===== config.mk =====
export PLATFORM = sky130hd
export DESIGN_NAME = options_summary_builder_flat
export DESIGN_NICKNAME = d
export VERILOG_FILES = /design/src/rtl/options_summary_builder_if.sv /design/src/rtl/options_summary_builder.sv /design/src/flat_wrapper.sv
export SDC_FILE = /design/constraint.sdc
export NUM_CORES = 1
export LEC_CHECK = 0
export BUFFER_PORTS_ARGS = -buffer_cell sky130_fd_sc_hd__buf_2
export CORE_UTILIZATION = 48
export CTS_BUF_LIST = sky130_fd_sc_hd__clkbuf_8
export DETAILED_ROUTE_END_ITERATION = 8
export HOLD_SLACK_MARGIN = 0.06
export PLACE_DENSITY_LB_ADDON = 0.1
export SYNTH_ARGS = -nofsm -noshare
export SYNTH_HDL_FRONTEND = slang
export SYNTH_SLANG_ARGS = --single-unit

===== constraint.sdc =====
create_clock -name clk -period 4.14 [get_ports clk]
set_clock_uncertainty 0.1 [all_clocks]
set_input_delay 1.035 -clock clk [delete_from_list [all_inputs] [get_ports clk]]
set_output_delay 1.035 -clock clk [all_outputs]
set_load 0.03 [all_outputs]

===== src/rtl/options_summary_builder_if.sv =====
// Record stream from the options parser plus the per-segment summary handed downstream.
// Master side produces records and consumes summaries; slave side is the summary builder.
interface options_summary_builder_if #(
    parameter int unsigned UNK_CNT_W = 4
);
    logic                 opt_valid;
    logic                 opt_ready;
    logic [7:0]           opt_kind;
    logic [7:0]           opt_len;
    logic [31:0]          opt_val0;
    logic [31:0]          opt_val1;
    logic                 opt_last;
    logic                 opt_err;

    logic                 sum_valid;
    logic                 sum_ready;
    logic [15:0]          sum_mss;
    logic [3:0]           sum_wscale;
    logic                 sum_ws_present;
    logic                 sum_sack_ok;
    logic                 sum_ts_present;
    logic [31:0]          sum_tsval;
    logic [31:0]          sum_tsecr;
    logic                 sum_ws_clamped;
    logic [UNK_CNT_W-1:0] sum_unknown_cnt;
    logic                 sum_error;

    modport master (
        output opt_valid, opt_kind, opt_len, opt_val0, opt_val1, opt_last, opt_err,
        input  opt_ready,
        input  sum_valid, sum_mss, sum_wscale, sum_ws_present, sum_sack_ok, sum_ts_present,
               sum_tsval, sum_tsecr, sum_ws_clamped, sum_unknown_cnt, sum_error,
        output sum_ready
    );

    modport slave (
        input  opt_valid, opt_kind, opt_len, opt_val0, opt_val1, opt_last, opt_err,
        output opt_ready,
        output sum_valid, sum_mss, sum_wscale, sum_ws_present, sum_sack_ok, sum_ts_present,
               sum_tsval, sum_tsecr, sum_ws_clamped, sum_unknown_cnt, sum_error,
        input  sum_ready
    );
endinterface


===== src/rtl/options_summary_builder.sv =====
// Folds one segment's decoded TCP option records into a summary; summary valid 1 cycle after the last record.
// Records are stalled (opt_ready=0) while a summary waits for sum_ready; accepts resume the cycle after handoff.
module options_summary_builder #(
    parameter int unsigned DEFAULT_MSS = 536,
    parameter int unsigned MAX_WSCALE  = 14,
    parameter int unsigned UNK_CNT_W   = 4
) (
    input  logic                     clk,
    input  logic                     rst,
    options_summary_builder_if.slave bus
);
    localparam logic [15:0] MSS_RST = 16'(DEFAULT_MSS);
    localparam logic [7:0]  WS_MAX8 = 8'(MAX_WSCALE);
    localparam logic [3:0]  WS_MAX4 = 4'(MAX_WSCALE);

    typedef enum logic {COLLECT, EMIT} state_t;

    typedef struct packed {
        logic [15:0]          mss;
        logic                 mss_seen;
        logic [3:0]           wscale;
        logic                 ws_present;
        logic                 ws_clamped;
        logic                 sack_ok;
        logic                 ts_present;
        logic [31:0]          tsval;
        logic [31:0]          tsecr;
        logic [UNK_CNT_W-1:0] unknown_cnt;
        logic                 error;
    } acc_t;

    localparam acc_t ACC_RST = '{mss: MSS_RST, default: '0};

    state_t state_q, state_nxt;
    acc_t   acc_q, acc_nxt;
    logic   ready_q;
    logic   accept;

    assign accept = (state_q == COLLECT) && ready_q && bus.opt_valid;

    always_ff @(posedge clk or posedge rst) begin
        if (rst) begin
            state_q <= COLLECT;
            ready_q <= 1'b0;
            acc_q   <= ACC_RST;
        end else begin
            state_q <= state_nxt;
            ready_q <= 1'b1;
            acc_q   <= acc_nxt;
        end
    end

    always_comb begin
        state_nxt = state_q;
        acc_nxt   = acc_q;
        if (state_q == EMIT && bus.sum_ready) begin
            state_nxt = COLLECT;
            acc_nxt   = ACC_RST;
        end
        if (accept) begin
            // A record inside a parser-flagged option area is untrusted: flag it and drop its contents.
            if (bus.opt_err) begin
                acc_nxt.error = 1'b1;
            end else begin
                case (bus.opt_kind)
                    8'd0, 8'd1: ;
                    8'd2: begin
                        if (bus.opt_len != 8'd4 || acc_q.mss_seen) begin
                            acc_nxt.error = 1'b1;
                        end else begin
                            acc_nxt.mss      = bus.opt_val0[15:0];
                            acc_nxt.mss_seen = 1'b1;
                        end
                    end
                    8'd3: begin
                        if (bus.opt_len != 8'd3 || acc_q.ws_present) begin
                            acc_nxt.error = 1'b1;
                        end else begin
                            acc_nxt.ws_present = 1'b1;
                            if (bus.opt_val0[7:0] > WS_MAX8) begin
                                acc_nxt.wscale     = WS_MAX4;
                                acc_nxt.ws_clamped = 1'b1;
                            end else begin
                                acc_nxt.wscale = bus.opt_val0[3:0];
                            end
                        end
                    end
                    8'd4: begin
                        if (bus.opt_len != 8'd2 || acc_q.sack_ok) acc_nxt.error = 1'b1;
                        else                                      acc_nxt.sack_ok = 1'b1;
                    end
                    8'd8: begin
                        if (bus.opt_len != 8'd10 || acc_q.ts_present) begin
                            acc_nxt.error = 1'b1;
                        end else begin
                            acc_nxt.ts_present = 1'b1;
                            acc_nxt.tsval      = bus.opt_val0;
                            acc_nxt.tsecr      = bus.opt_val1;
                        end
                    end
                    default: begin
                        if (acc_q.unknown_cnt != '1) acc_nxt.unknown_cnt = acc_q.unknown_cnt + 1'b1;
                    end
                endcase
            end
            if (bus.opt_last) state_nxt = EMIT;
        end
    end

    assign bus.opt_ready       = ready_q && (state_q == COLLECT);
    assign bus.sum_valid       = (state_q == EMIT);
    assign bus.sum_mss         = acc_q.mss;
    assign bus.sum_wscale      = acc_q.wscale;
    assign bus.sum_ws_present  = acc_q.ws_present;
    assign bus.sum_sack_ok     = acc_q.sack_ok;
    assign bus.sum_ts_present  = acc_q.ts_present;
    assign bus.sum_tsval       = acc_q.tsval;
    assign bus.sum_tsecr       = acc_q.tsecr;
    assign bus.sum_ws_clamped  = acc_q.ws_clamped;
    assign bus.sum_unknown_cnt = acc_q.unknown_cnt;
    assign bus.sum_error       = acc_q.error;
endmodule


===== src/flat_wrapper.sv =====
// flat-port wrapper written by rule: the top's interface ports become plain ports
module options_summary_builder_flat 
#(
    parameter int unsigned DEFAULT_MSS = 536,
    parameter int unsigned MAX_WSCALE  = 14,
    parameter int unsigned UNK_CNT_W   = 4
)
  (clk, rst, bus_opt_valid, bus_opt_kind, bus_opt_len, bus_opt_val0, bus_opt_val1, bus_opt_last, bus_opt_err, bus_opt_ready, bus_sum_valid, bus_sum_mss, bus_sum_wscale, bus_sum_ws_present, bus_sum_sack_ok, bus_sum_ts_present, bus_sum_tsval, bus_sum_tsecr, bus_sum_ws_clamped, bus_sum_unknown_cnt, bus_sum_error, bus_sum_ready);
  options_summary_builder_if #(.UNK_CNT_W(UNK_CNT_W)) bus_i ();
  input  logic clk;
  input  logic rst;
  input wire logic [$bits(bus_i.opt_valid)-1:0] bus_opt_valid;
  input wire logic [$bits(bus_i.opt_kind)-1:0] bus_opt_kind;
  input wire logic [$bits(bus_i.opt_len)-1:0] bus_opt_len;
  input wire logic [$bits(bus_i.opt_val0)-1:0] bus_opt_val0;
  input wire logic [$bits(bus_i.opt_val1)-1:0] bus_opt_val1;
  input wire logic [$bits(bus_i.opt_last)-1:0] bus_opt_last;
  input wire logic [$bits(bus_i.opt_err)-1:0] bus_opt_err;
  output wire logic [$bits(bus_i.opt_ready)-1:0] bus_opt_ready;
  output wire logic [$bits(bus_i.sum_valid)-1:0] bus_sum_valid;
  output wire logic [$bits(bus_i.sum_mss)-1:0] bus_sum_mss;
  output wire logic [$bits(bus_i.sum_wscale)-1:0] bus_sum_wscale;
  output wire logic [$bits(bus_i.sum_ws_present)-1:0] bus_sum_ws_present;
  output wire logic [$bits(bus_i.sum_sack_ok)-1:0] bus_sum_sack_ok;
  output wire logic [$bits(bus_i.sum_ts_present)-1:0] bus_sum_ts_present;
  output wire logic [$bits(bus_i.sum_tsval)-1:0] bus_sum_tsval;
  output wire logic [$bits(bus_i.sum_tsecr)-1:0] bus_sum_tsecr;
  output wire logic [$bits(bus_i.sum_ws_clamped)-1:0] bus_sum_ws_clamped;
  output wire logic [$bits(bus_i.sum_unknown_cnt)-1:0] bus_sum_unknown_cnt;
  output wire logic [$bits(bus_i.sum_error)-1:0] bus_sum_error;
  input wire logic [$bits(bus_i.sum_ready)-1:0] bus_sum_ready;
  assign bus_i.opt_valid = bus_opt_valid;
  assign bus_i.opt_kind = bus_opt_kind;
  assign bus_i.opt_len = bus_opt_len;
  assign bus_i.opt_val0 = bus_opt_val0;
  assign bus_i.opt_val1 = bus_opt_val1;
  assign bus_i.opt_last = bus_opt_last;
  assign bus_i.opt_err = bus_opt_err;
  assign bus_opt_ready = bus_i.opt_ready;
  assign bus_sum_valid = bus_i.sum_valid;
  assign bus_sum_mss = bus_i.sum_mss;
  assign bus_sum_wscale = bus_i.sum_wscale;
  assign bus_sum_ws_present = bus_i.sum_ws_present;
  assign bus_sum_sack_ok = bus_i.sum_sack_ok;
  assign bus_sum_ts_present = bus_i.sum_ts_present;
  assign bus_sum_tsval = bus_i.sum_tsval;
  assign bus_sum_tsecr = bus_i.sum_tsecr;
  assign bus_sum_ws_clamped = bus_i.sum_ws_clamped;
  assign bus_sum_unknown_cnt = bus_i.sum_unknown_cnt;
  assign bus_sum_error = bus_i.sum_error;
  assign bus_i.sum_ready = bus_sum_ready;
  options_summary_builder #(.DEFAULT_MSS(DEFAULT_MSS), .MAX_WSCALE(MAX_WSCALE), .UNK_CNT_W(UNK_CNT_W)) u_core (.clk(clk), .rst(rst), .bus(bus_i));
endmodule

==> out/results.tsv, run 1 <==
stage	metric	value	unit
grt	grt_pass1_vias	3523	
final_layout	utilization	55.0	%
logic_synthesis	syn_area_per_cell	10.1	um^2
floorplanning	die_h	106	um
route	vias_per_cell	4.70	
place	place_hpwl	7210	um
route	via_count	3489	
route	dr.pass1.iters	4	
pwr	leakage	3.14	nW
run	maxCapViolations	0	
pwr	peakVddDrop	200	uV
final_layout	fin_nets	689	
sta	slew_violations	0	
sta	fmax	345	MHz
route	routed_wl	10200	um
final_layout	areaGrowthSynthToFinish	10.7	%
logic_synthesis	synth-seq-area-share	46.7	%
setup_path	slowest_delay	0.54	ns
floorplanning	die_area	11100	um^2
setup_path	slowest_stage	or4_4	
route	wire_per_inst	13.7	um
sta	final_hold_viol_count	0	
grt	grt_usage	18.9	%
pwr	power_frac_clock	37.1	%
grt	busiest_layer	met2	
floorplanning	num_rows	37	
status	status	finished, final reports clean	
cts	cts_tree	yes	
floorplanning	core	10400	um^2
logic_synthesis	synth_seq_cells	96	
cts	ctsHoldBuffers	0	
sta	final.period_utilization	70.1	%
grt	grt_remaining_overflow	0	
setup_path	worst_setup_path_start_kind	input pin	
logic_synthesis	syn_area	5150	um^2
cts	cts_resized	0	
setup_path	end_kind	flip-flop	
cts	cts_setup_buffers	0	
place	gp_congestion	0.774	
final_layout	filler_cell_count	990	
cts	htreeDepth	3	
grt	grt_pass1_wl	16500	um
route	ant_nets	0	
grt	antenna_found_initial	0	
sta	finalSetupTns	0	ns
logic_synthesis	syn_inst	512	
logic_synthesis	ys.flop_type	dfrtp_1	
pwr	internal_power	0.00139	W
grt	grt_start_max_net_pins	89	
logic_synthesis	yosysWarningCount	0	
setup_path	critical_path.cell_chain	buf_2, or4_4, or3_4, nor4_4, buf_12, mux2i_1	
sta	tightest_slew	1.07	ns
grt	grt_util_met3	4.95	%
logic_synthesis	synth_nets	599	
final_layout	diodes	0	
setup_path	crit_arrival	3.09	ns
pwr	switching_share	25.8	%
floorplanning	initial_utilization	49.7	%
cts	clock_path_buffers	2	
pwr	power_frac_comb	10.8	%
sta	relSlewSlack	28.5	%
cts	clock-root-buffer	clkbuf_8	
floorplanning	die_w	106	um
pwr	powerDensity	328	nW/um^2
route	dr.first_iter.drc_count	157	
grt	use_met2	30.5	%
setup_path	required	4.32	ns
pwr	power_switching	0.000484	W
pwr	power_frac_seq	52.1	%
cts	numClockSinks	96	
route	drc_errors	0	
min_path	hold_class	reg -> reg	
cts	numCtsBuffers	9	
sta	rsz0062_at_grt	false	
sta	setup_viol	0	
grt	met1_usage	24.5	%
cts	clk_latency	0.36	ns
sta	min_period	2.90	ns
place	port_buffers	180	
setup_path	critPathMaxFanout	36	
cts	clk_pin_slew	0.10	ns
logic_synthesis	synth-edff-count	0	
final_layout	layout-drive-gt1-share	35.1	%
floorplanning	io_pins	181	
logic_synthesis	synthArstFlopShare	100	%
logic_synthesis	synth_cell_type_count	46	
setup_path	crit_type	in -> reg	
[metrics by stage]
step           cells  hold WS [ns]  instance area (um^2)  power [W]  worst slack (ns)
2_1_floorplan    512         0.344                  5150    0.00113             0.505
3_3_place_gp     727         0.358                  5480    0.00120             0.918
3_5_place_dp     727         0.374                  5480    0.00120             0.857
4_1_cts          743         0.393                  5700    0.00190              1.23
5_1_grt          743         0.433                  5700    0.00196              1.20
6_report         743         0.387                  5700    0.00187              1.24
[worst max-delay path: cells and delay by family]
kind	cells	cell delay [ns]
buffers and inverters	2	0.40
muxes	1	0.24
and+or+nand+nor	3	1.37
[layout make-up]
cell class              count  area, um^2  share of cell area [%]
inverters                  69         262                    4.59
repair buffers            187         978                    17.2
clock buffers              10         138                    2.41
well taps                 136         170                    2.98
clock inverters             6        90.1                    1.58
multi-input cells         239        1660                    29.1
flip-flops and latches     96        2410                    42.2
[power by group through the flow]
stage / sequential (W) / combinational, W / clock [W]
after CTS: 0.000976 / 0.000206 / 0.000720
after floorplan: 0.000995 / 0.000135 / 0
final: 0.000976 / 0.000203 / 0.000694
after global placement: 0.000994 / 0.000202 / 0
after detailed placement: 0.000994 / 0.000205 / 0
after global routing: 0.000979 / 0.000228 / 0.000753
[flip-flops by register name (all words and copies together), names as in the netlist]
| name | count |
|---|---|
| u_core.acc_q | 1 |
| u_core.bus.sum_error | 1 |
| u_core.bus.sum_mss | 16 |
| u_core.bus.sum_sack_ok | 1 |
| u_core.bus.sum_ts_present | 1 |
| u_core.bus.sum_tsecr | 32 |
| u_core.bus.sum_tsval | 32 |
| u_core.bus.sum_unknown_cnt | 4 |
| u_core.bus.sum_valid | 1 |
| u_core.bus.sum_ws_clamped | 1 |
| u_core.bus.sum_ws_present | 1 |
| u_core.bus.sum_wscale | 4 |
| u_core.ready_q | 1 |
[synth_stat cells, drive strengths merged, types with 3 or more instances]
master / number / area [um^2]
nor2: 7 / 26.3
nand2: 90 / 338
dfstp: 3 / 78.8
or4: 3 / 26.3
nand3: 6 / 30.0
a21oi: 5 / 25.0
clkbuf: 11 / 41.3
mux2i: 86 / 861
nor4: 3 / 33.8
dfrtp: 93 / 2330
a21o: 4 / 30.0
buf: 97 / 792
inv: 69 / 259
[final timing paths]
path	startpoint	endpoint	slack [ns]	depth (start not counted)
worst max-delay path	bus_opt_len[5]	u_core.bus.sum_tsecr[9]$_DFF_PP0_	1.24	6
worst min-delay path	u_core.bus.sum_ws_clamped$_DFF_PP0_	u_core.bus.sum_ws_clamped$_DFF_PP0_	0.39	2
worst max register to register	u_core.bus.sum_valid$_DFF_PP0_	u_core.bus.sum_tsecr[9]$_DFF_PP0_	1.72	5
worst min register to register	u_core.bus.sum_ws_clamped$_DFF_PP0_	u_core.bus.sum_ws_clamped$_DFF_PP0_	0.39	2
max in group asynchronous	rst	u_core.bus.sum_tsecr[31]$_DFF_PP0_	2.34	3
min in group asynchronous	rst	u_core.bus.sum_tsval[24]$_DFF_PP0_	0.81	2
[kinds of logic (layout without fill, tap and decap cells)]
family | count (synthesis) | after routing | synth area share (%)
other | 1 | 1 | 0.0728
adder cells (fa/ha/maj) | 1 | 1 | 0.243
buffers and inverters | 177 | 272 | 21.2
multiplexers | 86 | 86 | 16.7
flip-flops | 96 | 96 | 46.7
AO/OA/AOI/OAI | 23 | 23 | 3.35
XOR/XNOR | 1 | 1 | 0.170
AND/OR/NAND/NOR | 127 | 127 | 11.5
[routing by layer]
metal | wire, um | share of wire (%)
met1 | 4710 | 46
met2 | 4680 | 46
met3 | 678 | 6.6
met4 | 137 | 1.3
met5 | 0 | 0
[layout by cell type (no fill, tap or decap), drive strengths merged, types with 2 or more instances in the layout]
| master | instances |
|---|---|
| buf | 187 |
| dfrtp | 93 |
| nand2 | 90 |
| mux2i | 86 |
| inv | 70 |
| clkbuf | 10 |
| nor2 | 7 |
| nand3 | 6 |
| a21oi | 5 |
| a21o | 4 |
| dfstp | 3 |
| or4 | 3 |
| nor4 | 3 |
| nor2b | 2 |
| nand2b | 2 |
| and2 | 2 |
| and4b | 2 |
| a32o | 2 |
| a31oi | 2 |
| bufinv | 2 |
| nor3 | 2 |
| clkinv | 2 |
Note: power is estimated with default switching activity, not from simulation.
==> inputs of run 2 (changes only) <==
clock period = 2.8 ns   (was 4.14 ns; I/O delays follow)
==> run 2 against run 1 <==
  * Setup slack worse by 0.90 ns
  * Via count increased by 0.34%
  * Final area grew 0.99%
  * Wire length increased by 0.17%
  * Critical path type unchanged
  * Largest power group unchanged
==> out/results.tsv, run 2 (synthesized netlist as in run 1, its figures left out) <==
stage	metric	value	unit	change
status	status	finished, final reports clean		
setup_path	critPathMaxFanout	19		-47%
min_path	hold_class	in -> async		
setup_path	required	2.97	ns	-1.35 ns
pwr	fin_total_pwr	0.00257	W	+37%
sta	tightest_slew	0.508	ns	-0.564 ns
sta	slew_violations	0		unchanged
setup_path	worst_setup_path_start_kind	input pin		
sta	final_hold_viol_count	0		unchanged
setup_path	end_kind	flip-flop		
route	routed_wl	10200	um	+0.17%
setup_path	crit_type	in -> reg		
cts	numClockSinks	96		unchanged
pwr	leakage	3.17	nW	+1.1%
cts	clock-root-buffer	clkbuf_8		
floorplanning	die_area	11100	um^2	unchanged
setup_path	slowest_delay	0.54	ns	about the same
sta	rsz0062_at_grt	false		
floorplanning	die_h	106	um	unchanged
route	via_count	3501		+0.34%
grt	antenna_found_initial	0		unchanged
setup_path	crit_arrival	2.63	ns	-0.46 ns
final_layout	fin_nets	697		+1.2%
place	place_hpwl	7460	um	+3.5%
floorplanning	io_pins	181		unchanged
cts	clk_latency	0.35	ns	about the same
sta	min_period	2.46	ns	
sta	setup_viol	0		unchanged
final_layout	diodes	0		unchanged
sta	timing.final.ws_setup	0.338	ns	-0.900 ns
cts	clock_path_buffers	2		unchanged
route	drc_errors	0		unchanged
pwr	peakVddDrop	284	uV	+42%
sta	final.period_utilization	87.9	%	
cts	cts_setup_buffers	0		unchanged
place	port_buffers	180		unchanged
cts	cts_tree	yes		
place	pre_cts_ws	-0.0421	ns	-0.899 ns
floorplanning	initial_utilization	49.7	%	unchanged
cts	numCtsBuffers	9		unchanged
setup_path	critical_path.cell_chain	buf_2, or4_4, or3_4, nor4_4, buf_4, buf_12, mux2i_1		
sta	fmax	406	MHz	
grt	grt_remaining_overflow	0		unchanged
pwr	powerDensity	445	nW/um^2	+36%
cts	ctsHoldBuffers	0		unchanged
grt	grt_usage	18.7	%	-0.21 points
floorplanning	core	10400	um^2	unchanged
floorplanning	die_w	106	um	unchanged
grt	grt_start_max_net_pins	97		+9.0%
place	gp_congestion	0.800		+3.4%
final_layout	layout-drive-gt1-share	35.8	%	+0.68 points
route	dr.pass1.iters	6		+2
grt	grt_pass1_vias	3422		-2.9%
final_layout	areaGrowthSynthToFinish	11.8	%	
cts	htreeDepth	3		unchanged
route	ant_nets	0		unchanged
sta	relSlewSlack	66.1	%	+38 points
route	wire_per_inst	13.6	um	-0.90%
setup_path	slowest_stage	or4_4		
final_layout	stdcell_count	751		+1.1%
cts	clk_pin_slew	0.10	ns	about the same
route	dr.first_iter.drc_count	104		-34%
place	placed_cells	735		+1.1%
route	vias_per_cell	4.66		-0.72%
floorplanning	num_rows	37		unchanged
cts	cts_resized	0		unchanged
final_layout	layout_common_cells	buf_2, dfrtp_1, nand2_1		
run	maxCapViolations	0		unchanged
final_layout	layout_commonest_cell	buf_2		
grt	grt_pass1_wl	16400	um	-1.0%
## run 2: cell types whose count changed in the layout (fill, tap and decap cells not counted), moves of 2 or more
cell and change:
buf_12 +4, buf_4 +4, bufinv_16 -2, clkinv_2 +2
## run 2: cell type report
cell class,instances,area [um^2]
flip-flops and latches,96,2410
fillers,974,4610
repair buffers,195,1090
clock inverters,6,35.0
inverters,69,263
multi-input cells,239,1660
clock buffers,10,138
well taps,136,170
## run 2: power breakdown
| group | switching (W) | internal (W) | total (W) |
|---|---|---|---|
| Clock | 0.000474 | 0.000343 | 0.000817 |
| Sequential | 0.0000346 | 0.00141 | 0.00145 |
| Combinational | 0.000188 | 0.000115 | 0.000303 |
## run 2: worst max-delay path: cells and delay by family
kind	cells	cell delay [ns]
buf+inv	3	0.47
mux	1	0.22
simple gates	3	1.23
## run 2: final timing paths
check | depth (start not counted) | startpoint | endpoint | slack, ns
worst min register to register | 1 | u_core.acc_q[77]$_DFF_PP0_ | u_core.acc_q[77]$_DFF_PP0_ | 0.40
worst max-delay path | 7 | bus_opt_len[5] | u_core.bus.sum_tsecr[20]$_DFF_PP0_ | 0.34
min in group clk | 1 | u_core.acc_q[77]$_DFF_PP0_ | u_core.acc_q[77]$_DFF_PP0_ | 0.40
max in group asynchronous | 3 | rst | u_core.bus.sum_mss[3]$_DFF_PP1_ | 1.81
worst min-delay path | 3 | rst | u_core.bus.sum_tsval[17]$_DFF_PP0_ | 0.39
worst max register to register | 6 | u_core.bus.sum_valid$_DFF_PP0_ | u_core.bus.sum_tsecr[20]$_DFF_PP0_ | 0.49
## run 2: layer usage
metal / vias up / share of wire [%] / GRT usage (%)
met5: - / 0 / 0
met4: 0 / 1.2 / 6.65
met3: 9 / 6.7 / 4.27
met2: 117 / 46 / 30.1
met1: 1638 / 46 / 24.7
li1: 1737 / - / -
## run 2: per-stage QoR
step / TNS, ns / area [um^2] / utilization, % / hold WS [ns]
after floorplan: 0 / 5150 / - / 0.344
after global placement: 0 / 5590 / 53.9 / 0.373
after detailed placement: -0.394 / 5590 / 53.9 / 0.376
after CTS: 0 / 5760 / 55.5 / 0.404
after global routing: 0 / 5760 / 55.5 / 0.407
final: 0 / 5760 / 55.5 / 0.392
==> inputs of run 3 (changes only) <==
ABC_AREA = 1   (was unset)
SETUP_SLACK_MARGIN = 0.5   (was unset)
==> run 3 against run 2 <==
  * Clock power increased by 22%
  * Utilization is essentially flat
  * Cell count is 4.7% higher
  * Global-route usage is 3.0 points higher
  * Register-to-register slack improved by 0.28 ns
  * Critical path type is now reg -> reg
==> out/results.tsv, run 3 <==
stage	metric	value	unit	change
final_layout	fin_nets	735		+5.5%
grt	grt_start_max_net_pins	79		-19%
grt	busiest_layer	met2		
cts	htreeDepth	3		unchanged
setup_path	critical_path.cell_chain	inv_2, and3_1, nand2_1, nor3_4, nand2_2, buf_4, nand3_1, o21ai_0		
grt	grt_util_met3	7.11	%	+2.8 points
floorplanning	die_w	102	um	-3.4%
floorplanning	num_rows	36		-2.7%
grt	met1_usage	28.4	%	+3.7 points
sta	tightest_slew	0.750	ns	+0.242 ns
setup_path	crit_arrival	2.20	ns	-0.43 ns
sta	fmax	493	MHz	+21%
sta	setup_viol	0		unchanged
pwr	switching_share	24.5	%	-2.7 points
sta	min_period	2.03	ns	-0.434 ns
logic_synthesis	synthArstFlopShare	100	%	unchanged
route	dr.first_iter.drc_count	150		+44%
sta	final_hold_viol_count	0		unchanged
logic_synthesis	synth_cell_type_count	27		-41%
logic_synthesis	syn_inst	566		+11%
pwr	powerDensity	493	nW/um^2	+11%
sta	finalSetupTns	0	ns	unchanged
cts	ctsHoldBuffers	0		unchanged
sta	slew_violations	0		unchanged
cts	clk_latency	0.35	ns	about the same
cts	cts_resized	0		unchanged
final_layout	ff_latch_area	2410	um^2	unchanged
cts	numClockSinks	96		unchanged
status	status	finished, final reports clean		
grt	use_met2	34.2	%	+4.2 points
logic_synthesis	synth-simple-area-share	25.4	%	+14 points
run	maxCapViolations	0		unchanged
grt	grt_usage	21.7	%	+3.0 points
place	place_hpwl	7390	um	-0.94%
setup_path	worst_setup_path_start_kind	flip-flop		
grt	grt_remaining_overflow	0		unchanged
setup_path	slowest_stage	buf_4		
sta	rsz0062_at_grt	false		
route	vias_per_cell	4.98		+6.8%
floorplanning	io_pins	181		unchanged
logic_synthesis	synthMuxAreaShare	0	%	-17 points
setup_path	slowest_delay	0.56	ns	+0.02 ns
route	wire_per_inst	14.0	um	+3.0%
logic_synthesis	synth-adder-area-share	0.260	%	+0.018 points
final_layout	layout_common_cells	buf_2, nand3_1, nand2_1		
route	dr.pass1.iters	4		-2
logic_synthesis	synth-seq-area-share	50.1	%	+3.4 points
logic_synthesis	synth_most_common_cell	nand3_1		
cts	numCtsBuffers	9		unchanged
floorplanning	die_area	10400	um^2	-6.6%
pwr	power_switching	0.000652	W	-6.4%
logic_synthesis	yosysTopAreaCell	dfrtp_1		
logic_synthesis	synth_compound_area_share	5.08	%	+1.7 points
setup_path	reg2reg_slack	0.77	ns	+0.28 ns
sta	final.period_utilization	72.4	%	-16 points
route	drc_errors	0		unchanged
logic_synthesis	synthTopCellsByArea	dfrtp_1, nand3_1, buf_4		
logic_synthesis	syn_area	4800	um^2	-6.7%
logic_synthesis	synth-edff-count	0		unchanged
cts	cts_tree	yes		
cts	clock-root-buffer	clkbuf_8		
pwr	power_frac_comb	8.9	%	-2.9 points
cts	clock_path_buffers	2		unchanged
pwr	peakVddDrop	321	uV	+13%
logic_synthesis	synth_seq_cells	96		unchanged
sta	relSlewSlack	50.0	%	-16 points
pwr	power_frac_seq	53.4	%	-2.9 points
grt	grt_pass1_wl	17600	um	+7.4%
floorplanning	core	9730	um^2	-6.2%
pwr	power_frac_clock	37.7	%	+5.9 points
final_layout	filler_cell_count	955		-2.0%
final_layout	utilization	55.6	%	about the same
logic_synthesis	syn_area_per_cell	8.49	um^2	-16%
setup_path	end_kind	flip-flop		
final_layout	multi_input_area	1490	um^2	-10%
logic_synthesis	synth.top_cell.area_share	48.5	%	+3.3 points
setup_path	critPathMaxFanout	78		+59
cts	clk_pin_slew	0.09	ns	about the same
final_layout	areaGrowthSynthToFinish	12.5	%	
route	ant_nets	0		unchanged
final_layout	layout-drive-gt1-share	32.6	%	-3.2 points
pwr	internal_power	0.00201	W	+7.7%
route	routed_wl	11000	um	+7.8%
grt	grt_pass1_vias	3639		+6.3%
logic_synthesis	ys.flop_type	dfrtp_1		
final_layout	layout_commonest_cell	buf_2		
setup_path	required	2.97	ns	about the same
floorplanning	die_h	102	um	-3.4%
logic_synthesis	synth_top_family_by_area	simple AND/OR/NAND/NOR gates		
min_path	hold_class	in -> async		
logic_synthesis	synth_common_cells	nand3_1, nand2_1, dfrtp_1		
place	port_buffers	180		unchanged
setup_path	crit_type	reg -> reg		
logic_synthesis	synth_nets	653		+9.0%
final_layout	diodes	0		unchanged
floorplanning	initial_utilization	49.4	%	-0.29 points
cts	cts_setup_buffers	0		unchanged
route	via_count	3915		+12%
logic_synthesis	yosysWarningCount	0		unchanged
logic_synthesis	synth-xor-area-share	0	%	-0.17 points
pwr	leakage	3.22	nW	+1.5%
place	gp_congestion	0.784		-2.0%
grt	antenna_found_initial	0		unchanged
-- run 3: power groups by stage --
stage | sequential [W] | combinational [W] | clock, W
2_1_floorplan | 0.00146 | 0.000130 | 0
3_3_place_gp | 0.00145 | 0.000235 | 0
3_5_place_dp | 0.00145 | 0.000242 | 0
4_1_cts | 0.00142 | 0.000242 | 0.00104
5_1_grt | 0.00143 | 0.000265 | 0.00110
6_report | 0.00142 | 0.000237 | 0.00100
-- run 3: metrics by stage --
step,hold WS (ns),cell area [um^2],setup WS [ns],total power [W],std cells
floorplan,0.351,4810,0.846,0.00159,566
global placement,0.367,5180,0.553,0.00169,770
detailed placement,0.380,5180,0.472,0.00169,770
CTS,0.361,5410,0.787,0.00270,786
global route,0.367,5410,0.619,0.00279,786
finish,0.350,5410,0.772,0.00266,786
-- run 3: area by class of cell --
type                            count  share of cell area, %
Sequential cell                    96                   44.5
Multi-Input combinational cell    319                   27.5
Timing Repair Buffer              190                   18.5
Tap cell                          133                   3.08
Clock buffer                       10                   2.55
Inverter                           32                   2.29
Clock inverter                      6                   1.53
-- run 3: final timing paths --
kind	to	cells past startpoint	startpoint
worst max register to register	u_core.bus.sum_tsval[7]$_DFF_PP0_	8	u_core.bus.sum_valid$_DFF_PP0_
max in group asynchronous	u_core.bus.sum_mss[3]$_DFF_PP1_	3	rst
worst max-delay path	u_core.bus.sum_tsval[7]$_DFF_PP0_	8	u_core.bus.sum_valid$_DFF_PP0_
worst min-delay path	u_core.bus.sum_mss[11]$_DFF_PP0_	2	rst
min in group clk	u_core.bus.sum_tsecr[17]$_DFF_PP0_	2	u_core.bus.sum_tsecr[17]$_DFF_PP0_
worst min register to register	u_core.bus.sum_tsecr[17]$_DFF_PP0_	2	u_core.bus.sum_tsecr[17]$_DFF_PP0_
-- run 3: cell families (layout without fill, tap and decap cells) --
group / Yosys count / after routing
adders and majority gates: 1 / 1
buffers and inverters: 151 / 238
and+or+nand+nor: 271 / 271
other: 1 / 1
AOI/OAI and AO/OA: 46 / 46
DFF: 96 / 96
-- run 3: worst max-delay path, delay by kind of cell, from the launching register on --
family | cells | cell delay, ns
compound gates | 1 | 0.12
buf+inv | 2 | 0.61
flops | 1 | 0.45
simple gates | 5 | 0.59
-- run 3: metal layers --
layer | routed length, um | share of wire, %
met1 | 4830 | 44
met2 | 5160 | 47
met3 | 860 | 7.8
met4 | 164 | 1.5
met5 | 0 | 0
